===== src/rtl/stopwatch_display_driver.sv =====
// Stopwatch 4-digit common-anode 7-seg display driver.
// Scans shadowed BCD digits with anti-ghost blanking and adjust-field blink.
module stopwatch_display_driver #(
  parameter int unsigned SCAN_DIV     = 100000,
  parameter int unsigned BLANK_CYCLES = 16,
  parameter int unsigned BLINK_DIV    = 25000000
) (
  input  logic       clk,
  input  logic       rst,
  input  logic [2:0] m10,
  input  logic [3:0] m1,
  input  logic [2:0] s10,
  input  logic [3:0] s1,
  input  logic       adj,
  input  logic       sel,
  output logic [3:0] an,
  output logic [6:0] seg,
  output logic       dp
);

  localparam int SW = (SCAN_DIV > 1) ? $clog2(SCAN_DIV) : 1;
  localparam int BW = (BLINK_DIV > 1) ? $clog2(BLINK_DIV) : 1;
  localparam logic [SW-1:0] SCAN_LAST  = SW'(SCAN_DIV - 1);
  localparam logic [SW-1:0] BLANK_END  = SW'(BLANK_CYCLES);
  localparam logic [BW-1:0] BLINK_LAST = BW'(BLINK_DIV - 1);
  localparam logic [6:0]    DASH       = 7'b0111111;

  logic [SW-1:0] scan_q, scan_d;
  logic [1:0]    idx_q, idx_d;
  logic          first_q;
  logic          scan_wrap;
  logic          snap;

  logic [BW-1:0] blink_q, blink_d;
  logic          phase_q, phase_d;

  logic [2:0]    sh_m10_q, sh_s10_q;
  logic [3:0]    sh_m1_q, sh_s1_q;

  logic [3:0]    digit;
  logic          tens;
  logic          active;
  logic          suppress;
  logic          lit;
  logic [3:0]    an_d;
  logic [6:0]    seg_d;
  logic          dp_d;

  function automatic logic [6:0] seg7(
    input logic [3:0] d,
    input logic       t
  );
    logic [6:0] s;
    unique case (d)
      4'd0:    s = 7'b1000000;
      4'd1:    s = 7'b1111001;
      4'd2:    s = 7'b0100100;
      4'd3:    s = 7'b0110000;
      4'd4:    s = 7'b0011001;
      4'd5:    s = 7'b0010010;
      4'd6:    s = 7'b0000010;
      4'd7:    s = 7'b1111000;
      4'd8:    s = 7'b0000000;
      4'd9:    s = 7'b0010000;
      default: s = DASH;
    endcase
    if (t && (d > 4'd5)) s = DASH;
    return s;
  endfunction

  // Scan slot timing and snapshot strobe
  always_comb begin
    scan_wrap = (scan_q == SCAN_LAST);
    scan_d    = scan_wrap ? '0 : scan_q + 1'b1;
    idx_d     = scan_wrap ? idx_q + 2'd1 : idx_q;
    snap      = first_q | (scan_wrap & (idx_q == 2'd3));
  end

  // Blink half-period counter, cleared outside adjust mode
  always_comb begin
    blink_d = '0;
    phase_d = 1'b0;
    if (adj) begin
      if (blink_q == BLINK_LAST) begin
        blink_d = '0;
        phase_d = ~phase_q;
      end else begin
        blink_d = blink_q + 1'b1;
        phase_d = phase_q;
      end
    end
  end

  // Digit select from the shadows, tens zero-extended
  always_comb begin
    digit = sh_s1_q;
    tens  = 1'b0;
    unique case (idx_q)
      2'd0: begin digit = sh_s1_q;          tens = 1'b0; end
      2'd1: begin digit = {1'b0, sh_s10_q}; tens = 1'b1; end
      2'd2: begin digit = sh_m1_q;          tens = 1'b0; end
      2'd3: begin digit = {1'b0, sh_m10_q}; tens = 1'b1; end
      default: ;
    endcase
  end

  // Next output values: blanking, blink suppression, decode
  always_comb begin
    active   = (scan_q >= BLANK_END);
    suppress = adj & phase_q & (sel ? ~idx_q[1] : idx_q[1]);
    lit      = active & ~suppress;
    an_d     = lit ? ~(4'b0001 << idx_q) : 4'b1111;
    dp_d     = ~(lit & (idx_q == 2'd2));
    seg_d    = seg7(digit, tens);
  end

  // Scan counter, digit index and first-capture flag
  always_ff @(posedge clk or negedge rst) begin
    if (!rst) begin
      scan_q  <= '0;
      idx_q   <= 2'd0;
      first_q <= 1'b1;
    end else begin
      scan_q  <= scan_d;
      idx_q   <= idx_d;
      first_q <= 1'b0;
    end
  end

  // Blink counter and phase
  always_ff @(posedge clk or negedge rst) begin
    if (!rst) begin
      blink_q <= '0;
      phase_q <= 1'b0;
    end else begin
      blink_q <= blink_d;
      phase_q <= phase_d;
    end
  end

  // Frame-aligned snapshot of the input digits
  always_ff @(posedge clk or negedge rst) begin
    if (!rst) begin
      sh_m10_q <= '0;
      sh_m1_q  <= '0;
      sh_s10_q <= '0;
      sh_s1_q  <= '0;
    end else if (snap) begin
      sh_m10_q <= m10;
      sh_m1_q  <= m1;
      sh_s10_q <= s10;
      sh_s1_q  <= s1;
    end
  end

  // Registered display outputs
  always_ff @(posedge clk or negedge rst) begin
    if (!rst) begin
      an  <= 4'b1111;
      seg <= 7'b1111111;
      dp  <= 1'b1;
    end else begin
      an  <= an_d;
      seg <= seg_d;
      dp  <= dp_d;
    end
  end

endmodule


===== config.mk =====
export PLATFORM = sky130hd
export DESIGN_NAME = stopwatch_display_driver
export DESIGN_NICKNAME = d
export VERILOG_FILES = /design/src/rtl/stopwatch_display_driver.sv
export SDC_FILE = /design/constraint.sdc
export NUM_CORES = 1
export LEC_CHECK = 0
export ABC_AREA = 1
export CORE_MARGIN = 2
export CORE_UTILIZATION = 45
export DETAILED_ROUTE_END_ITERATION = 7
export PLACE_DENSITY = 0.66
export SYNTH_ARGS = -nofsm -noshare
export SYNTH_HDL_FRONTEND = slang
export SYNTH_SLANG_ARGS = --single-unit
export TNS_END_PERCENT = 30

===== constraint.sdc =====
create_clock -name clk -period 1.8 [get_ports clk]
set_input_delay 0.36 -clock clk [delete_from_list [all_inputs] [get_ports clk]]
set_output_delay 0.36 -clock clk [all_outputs]
set_load 0.01 [all_outputs]

==> results of run 1 <==
-- through the flow --
stage	TNS, ps	setup WS, ps	area, µm²	hold slack, ps
2_1_floorplan	0	16.79	3953	64.41
3_3_place_gp	0	39.91	4513	356.9
3_5_place_dp	-178.6	-69.08	4513	358.6
4_1_cts	0	11.30	4771	519.4
5_1_grt	-89.84	-48.71	4891	538.3
6_report	0	29.84	4891	517.6
-- synthesized netlist by cell type, types with 6 or more instances --
cell type  number  area (µm²)
dfrtp_1        59        1476
dfstp_2        12       315.3
ha_1           11       137.6
inv_1          54       202.7
nand2_1       138       518.0
nand2_2        12       75.07
nand3_1        54       270.3
nand4_1        16       100.1
nor2_1         87       326.6
nor3_1         10       50.05
o21ai_0        10       50.05
xnor2_1         6       52.55
xor2_1         11       96.34
-- power groups by stage --
| stage | Combinational [mW] | Sequential (mW) | Clock [mW] |
|---|---|---|---|
| 4_1_cts | 0.333 | 1.71 | 1.60 |
| 2_1_floorplan | 0.143 | 1.74 | 0 |
| 3_3_place_gp | 0.323 | 1.74 | 0 |
| 6_report | 0.355 | 1.71 | 1.57 |
| 5_1_grt | 0.399 | 1.72 | 1.68 |
| 3_5_place_dp | 0.329 | 1.74 | 0 |
-- logic make-up (layout without fill, tap and decap cells) --
family / after synthesis / after routing / synth area share
adders and majority gates: 11 / 11 / 0.03482
buffers and inverters: 66 / 131 / 0.06869
DFF: 71 / 71 / 0.4533
AOI/OAI and AO/OA: 22 / 22 / 0.03451
and+or+nand+nor: 329 / 329 / 0.3701
xor gates and xnor gates: 17 / 17 / 0.03767
other: 1 / 1 / 0.0009488
-- per-layer routing --
layer | part of all wire | routed length, µm
met1 | 0.45 | 4148
met2 | 0.49 | 4457
met3 | 0.036 | 328
met4 | 0.020 | 185
met5 | 0 | 0
-- repair_timing --
item	4_1_cts	5_1_grt
resized for setup	5	21
setup endpoints to repair	7	9
hold buffers	1	0
setup buffers	0	4
hold endpoints to repair	14	0
pin swaps	0	7
-- worst paths after layout --
check | endpoint | slack, ps | depth (start not counted)
setup / recovery | seg[0] | 30 | 1
hold / removal | blink_q[0] | 520 | 3
setup reg to reg | seg[4] | 80 | 10
hold reg to reg | scan_q[2] | 520 | 1
max in group asynchronous | an[0] | 950 | 3
min in group clk | scan_q[2] | 520 | 1
-- state kept, by name, indices dropped and copies added (netlist names) --
signal	cells
sh_s1_q	4
idx_q	2
blink_q	25
sh_s10_q	3
an	4
sh_m10_q	3
seg	7
first_q	1
sh_m1_q	4
scan_q	17
phase_q	1
-- layout make-up --
class,instances,share of cell area
clock buffer,9,0.02533
clock inverter,7,0.02456
inverter,59,0.04682
multi-input combinational,380,0.4034
sequential,71,0.3668
tap,108,0.02763
timing repair buffer,56,0.1054
-- cells in the final DEF, fill, tap and decap left out, types with 3 or more instances in the layout --
cell	n
nand2_1	138
nor2_1	84
dfrtp_1	57
nand3_1	53
inv_1	51
clkdlybuf4s50_1	28
buf_4	24
nand4_1	16
dfstp_2	12
xor2_1	11
nand2_2	11
nor3_1	10
o21ai_0	9
clkbuf_8	9
xnor2_1	6
a21oi_1	5
ha_1	5
nor2_2	4
inv_2	4
ha_4	4
inv_4	3
a31oi_1	3
bufinv_16	3
==> flow_summary.toml, run 1 <==
[synthesis]
yosysWarningCount = 0
synth_nets = 546
syn_inst = 517
synthArstFlopShare = 1.000
synthDistinctLibCells = 36
syn_area_um2 = 3953
yosysSeqAreaShare = 0.4533
ys_seq_elements = 71
synth_edf_count = 0
ys.flop_type = "dfrtp_1"
postSynthAreaPerCell_um2 = 7.645

[clocking]
clk-insertion-delay-late_ps = 350
cts_buffers = 9
clock-sinks = 71
cts_tree = "yes"
cts-root-buf = "clkbuf_8"
path_clk_slew_ps = 80
cts_buffer_depth = 2
htreeDepth = 3

[sta]
max_freq_mhz = 564.9
rsz0062_at_grt = "true"
setup_viol = 0
period_share = 0.9834
final-hold-violation-count = 0
skew_ps = 9.447
finalCriticalPeriod_ps = 1770
final_max_slew_viol_count = 0

[global_routing]
antenna_found_initial = 0
overflow = 0
grt_pass1_wl_mm = 15.63
grt_max_degree = 48
use_met3 = 0.02734
top_usage_layer = "met2"
globalRouteMet2Util = 0.3337
grtUsageTotal = 0.1997
first_global_vias = 3410
met1_usage = 0.2598

[finish]
fin_nets = 606
seq_area_um2 = 1794
nFillCells = 793
diodes = 0
layout-drive-gt1-share = 0.1667
area_growth_pct = 23.74
final_cells = 690
utilization = 0.5664
multi_input_area_um2 = 1973

[floorplan]
dieArea_um2 = 9549
die_w_um = 97.72
start_util = 0.4577
die_h_um = 97.72
core_area_um2 = 8636
boundaryPins = 30
rows = 34

[drt]
wl_per_cell_um = 13.22
firstDrtPassIters = 4
drtAntennaViolNets = 0
wirelength_mm = 9.119
viasPerCell = 5.026
post-route-drc-count = 0
drt_iter0_drc = 217
vias = 3468

[pwr]
p_switching_mw = 0.8662
clkPwrFrac = 0.433
p_int_mw = 2.772
comb_power_share = 0.098
p_total_mw = 3.638
leakage_nw = 2.294
seq_power_share = 0.470
ir_worst_vdd_uv = 355.3
p_sw_frac = 0.2381
power_density_nw_per_um2 = 743.8

[critical_path]
endpoint_kind = "primary output"
crit_start = "seg[0]"
cp_top_family = "flip-flops"
worstSetupPathType = "register to primary output"
crit_path_max_fanout = 1
crit_slowest_cell = "dfstp_2"
critPathBufInv = 1
slowest_delay_ps = 540
startpoint_type = "register"
crit_arrival_ps = 1410
path_cells = "clkdlybuf4s50_1"
worstPathRequired_ps = 1440
regToRegStartpoint = "idx_q[1]"

[placed_design]
dp_hpwl_mm = 6.706
dp_cells = 669
place_congestion = 0.9204
port_buffers = 29

[run_status]
status = "finished, final reports clean"

[worst_hold_path]
hold_class = "input port to async pin"

[flow_run]
drv_cap = 0
Note: power is estimated with default switching activity, not from simulation.
==> run 2, diff against run 1 <==
--- a/config.mk
+++ b/config.mk
@@ -8,7 +8,9 @@
 export ABC_AREA = 1
 export CORE_MARGIN = 2
 export CORE_UTILIZATION = 45
+export CTS_CLUSTER_DIAMETER = 60
 export DETAILED_ROUTE_END_ITERATION = 7
+export HOLD_SLACK_MARGIN = 0.03
 export PLACE_DENSITY = 0.66
 export SYNTH_ARGS = -nofsm -noshare
 export SYNTH_HDL_FRONTEND = slang
==> results of run 2 <==
No change in the layout: final DEF, timing and power equal those of run 1.
==> run 3, diff against run 2 <==
--- a/config.mk
+++ b/config.mk
@@ -10,8 +10,11 @@
 export CORE_UTILIZATION = 45
 export CTS_CLUSTER_DIAMETER = 60
 export DETAILED_ROUTE_END_ITERATION = 7
+export GPL_TIMING_DRIVEN = 0
 export HOLD_SLACK_MARGIN = 0.03
 export PLACE_DENSITY = 0.66
+export SETUP_SLACK_MARGIN = 0.05
+export SKIP_CTS_REPAIR_TIMING = 1
 export SYNTH_ARGS = -nofsm -noshare
 export SYNTH_HDL_FRONTEND = slang
 export SYNTH_SLANG_ARGS = --single-unit
==> run 3 against run 2 <==
  * Sequential power about the same
  * Highest routed layer unchanged
  * Count of clock-buffer cells in the layout rose by 2
  * Via count decreased by 0.32%
  * Clock skew up 1.4 ps
  * Flip-flop and latch count stayed put
==> flow_summary.toml, run 3 (same netlist as run 1, synthesis figures left out) <==
[run_status]
status = "finished, final reports clean"

[sta]
period_share = 0.9688
worst_pin_slew_ps = 912.1
fin_hold_ws_ps = 110.3
finalCriticalPeriod_ps = 1744
max_freq_mhz = 573.5
tns_ps = 0
relSlewSlack = 0.3919
final-hold-violation-count = 0
setup_ws_ps = 56.18
rsz0062_at_grt = "true"
setup_viol = 0
skew_ps = 10.85
final_max_slew_viol_count = 0

[critical_path]
regToRegSetupSlack_ps = 60
startpoint_type = "register"
worstSetupPathType = "register to register"
endpoint_kind = "register"
crit_start = "idx_q[0]"
crit_arrival_ps = 2020
r2r-end = "seg[3]"
regToRegStartpoint = "idx_q[0]"
worstPathRequired_ps = 2070
r2r_cells = 13
crit_path_max_fanout = 5

[pwr]
power_density_nw_per_um2 = 718.4
seq_power_share = 0.484
clkPwrFrac = 0.419
p_int_mw = 2.685
p_total_mw = 3.520
p_sw_frac = 0.2371
leakage_nw = 2.345
ir_worst_vdd_uv = 414.0
comb_power_share = 0.097
p_switching_mw = 0.8345

[floorplan]
rows = 34
die_h_um = 97.72
start_util = 0.4577
die_w_um = 97.72
dieArea_um2 = 9549
core_area_um2 = 8636
boundaryPins = 30

[global_routing]
antenna_found_initial = 0
grt_pass1_wl_mm = 14.75
first_global_vias = 3205
grtUsageTotal = 0.1902
overflow = 0
grt_max_degree = 72

[drt]
viasPerCell = 5.039
vias = 3457
firstDrtPassIters = 4
drtAntennaViolNets = 0
post-route-drc-count = 0
drt_iter0_drc = 177
wirelength_mm = 8.926
wl_per_cell_um = 13.01

[placed_design]
port_buffers = 29
dp_slack_ps = -192.5
place_congestion = 0.8887
dp_hpwl_mm = 6.307

[finish]
area_growth_pct = 23.96
largest_reg_flops = 25
regMostFlops = "blink_q"
fin_nets = 602
utilization = 0.5674
diodes = 0
final_common_cell = "nand2_1"
layout_common_cells = "132 x nand2_1, 82 x nor2_1, 57 x dfrtp_1, 54 x nand3_1, 51 x inv_1"
top_regs = "blink_q x25, scan_q x17, seg x7"
layout-drive-gt1-share = 0.1730

[clocking]
cts_tree = "yes"
clk-insertion-delay-late_ps = 350
clock-sinks = 71
htreeDepth = 3
path_clk_slew_ps = 80
cts_buffer_depth = 2
cts_buffers = 9
cts-root-buf = "clkbuf_8"

[worst_hold_path]
hold_class = "input port to async pin"

[flow_run]
drv_cap = 0
[run 3: layer usage]
layer  track usage  wire length (µm)  vias up
li1              -                 -     1753
met1        0.2634              4192     1633
met2        0.3029              4332       59
met3       0.03022               267       12
met4       0.07158               133        0
met5             0                 0        -
[run 3: worst max path at each step]
stage	endpoint	slack [ps]
after global placement	sh_m10_q[1]	-2070
after detailed placement	seg[3]	-190
final	seg[3]	60
after CTS	seg[3]	-230
after floorplan	seg[3]	50
after global routing	seg[3]	-30
[run 3: worst max-delay path, stage by stage (launching register included)]
cell,delay [ps]
dfrtp_2,460
inv_4,100
ha_4,170
nand2_1,60
nand2_1,80
nor2_2,60
nor2_4,130
inv_2,80
ha_1,270
inv_1,40
nand2_1,50
nand2_1,50
nand2_1,50
nand3_1,60
[run 3: layout make-up]
cell class,instances,area [µm²]
inverter,59,229.0
tap,108,135.1
timing repair buffer,45,441.7
clock inverter,5,80.08
sequential,71,1794
fill,820,3736
clock buffer,11,151.4
buffer,7,58.81
multi-input combinational,380,2009
[run 3: power by group through the flow]
stage | sequential, mW | combinational [mW] | clock [mW]
after floorplan | 1.74 | 0.144 | 0
after global placement | 1.73 | 0.309 | 0
after detailed placement | 1.74 | 0.315 | 0
after CTS | 1.71 | 0.316 | 1.50
after global routing | 1.71 | 0.381 | 1.57
final | 1.70 | 0.341 | 1.47
[run 3: per-stage QoR]
stage / cells / cell area (µm²)
after CTS: 670 / 4609
final: 686 / 4900
after detailed placement: 654 / 4378
after global placement: 654 / 4380
after global routing: 686 / 4900
after floorplan: 517 / 3955
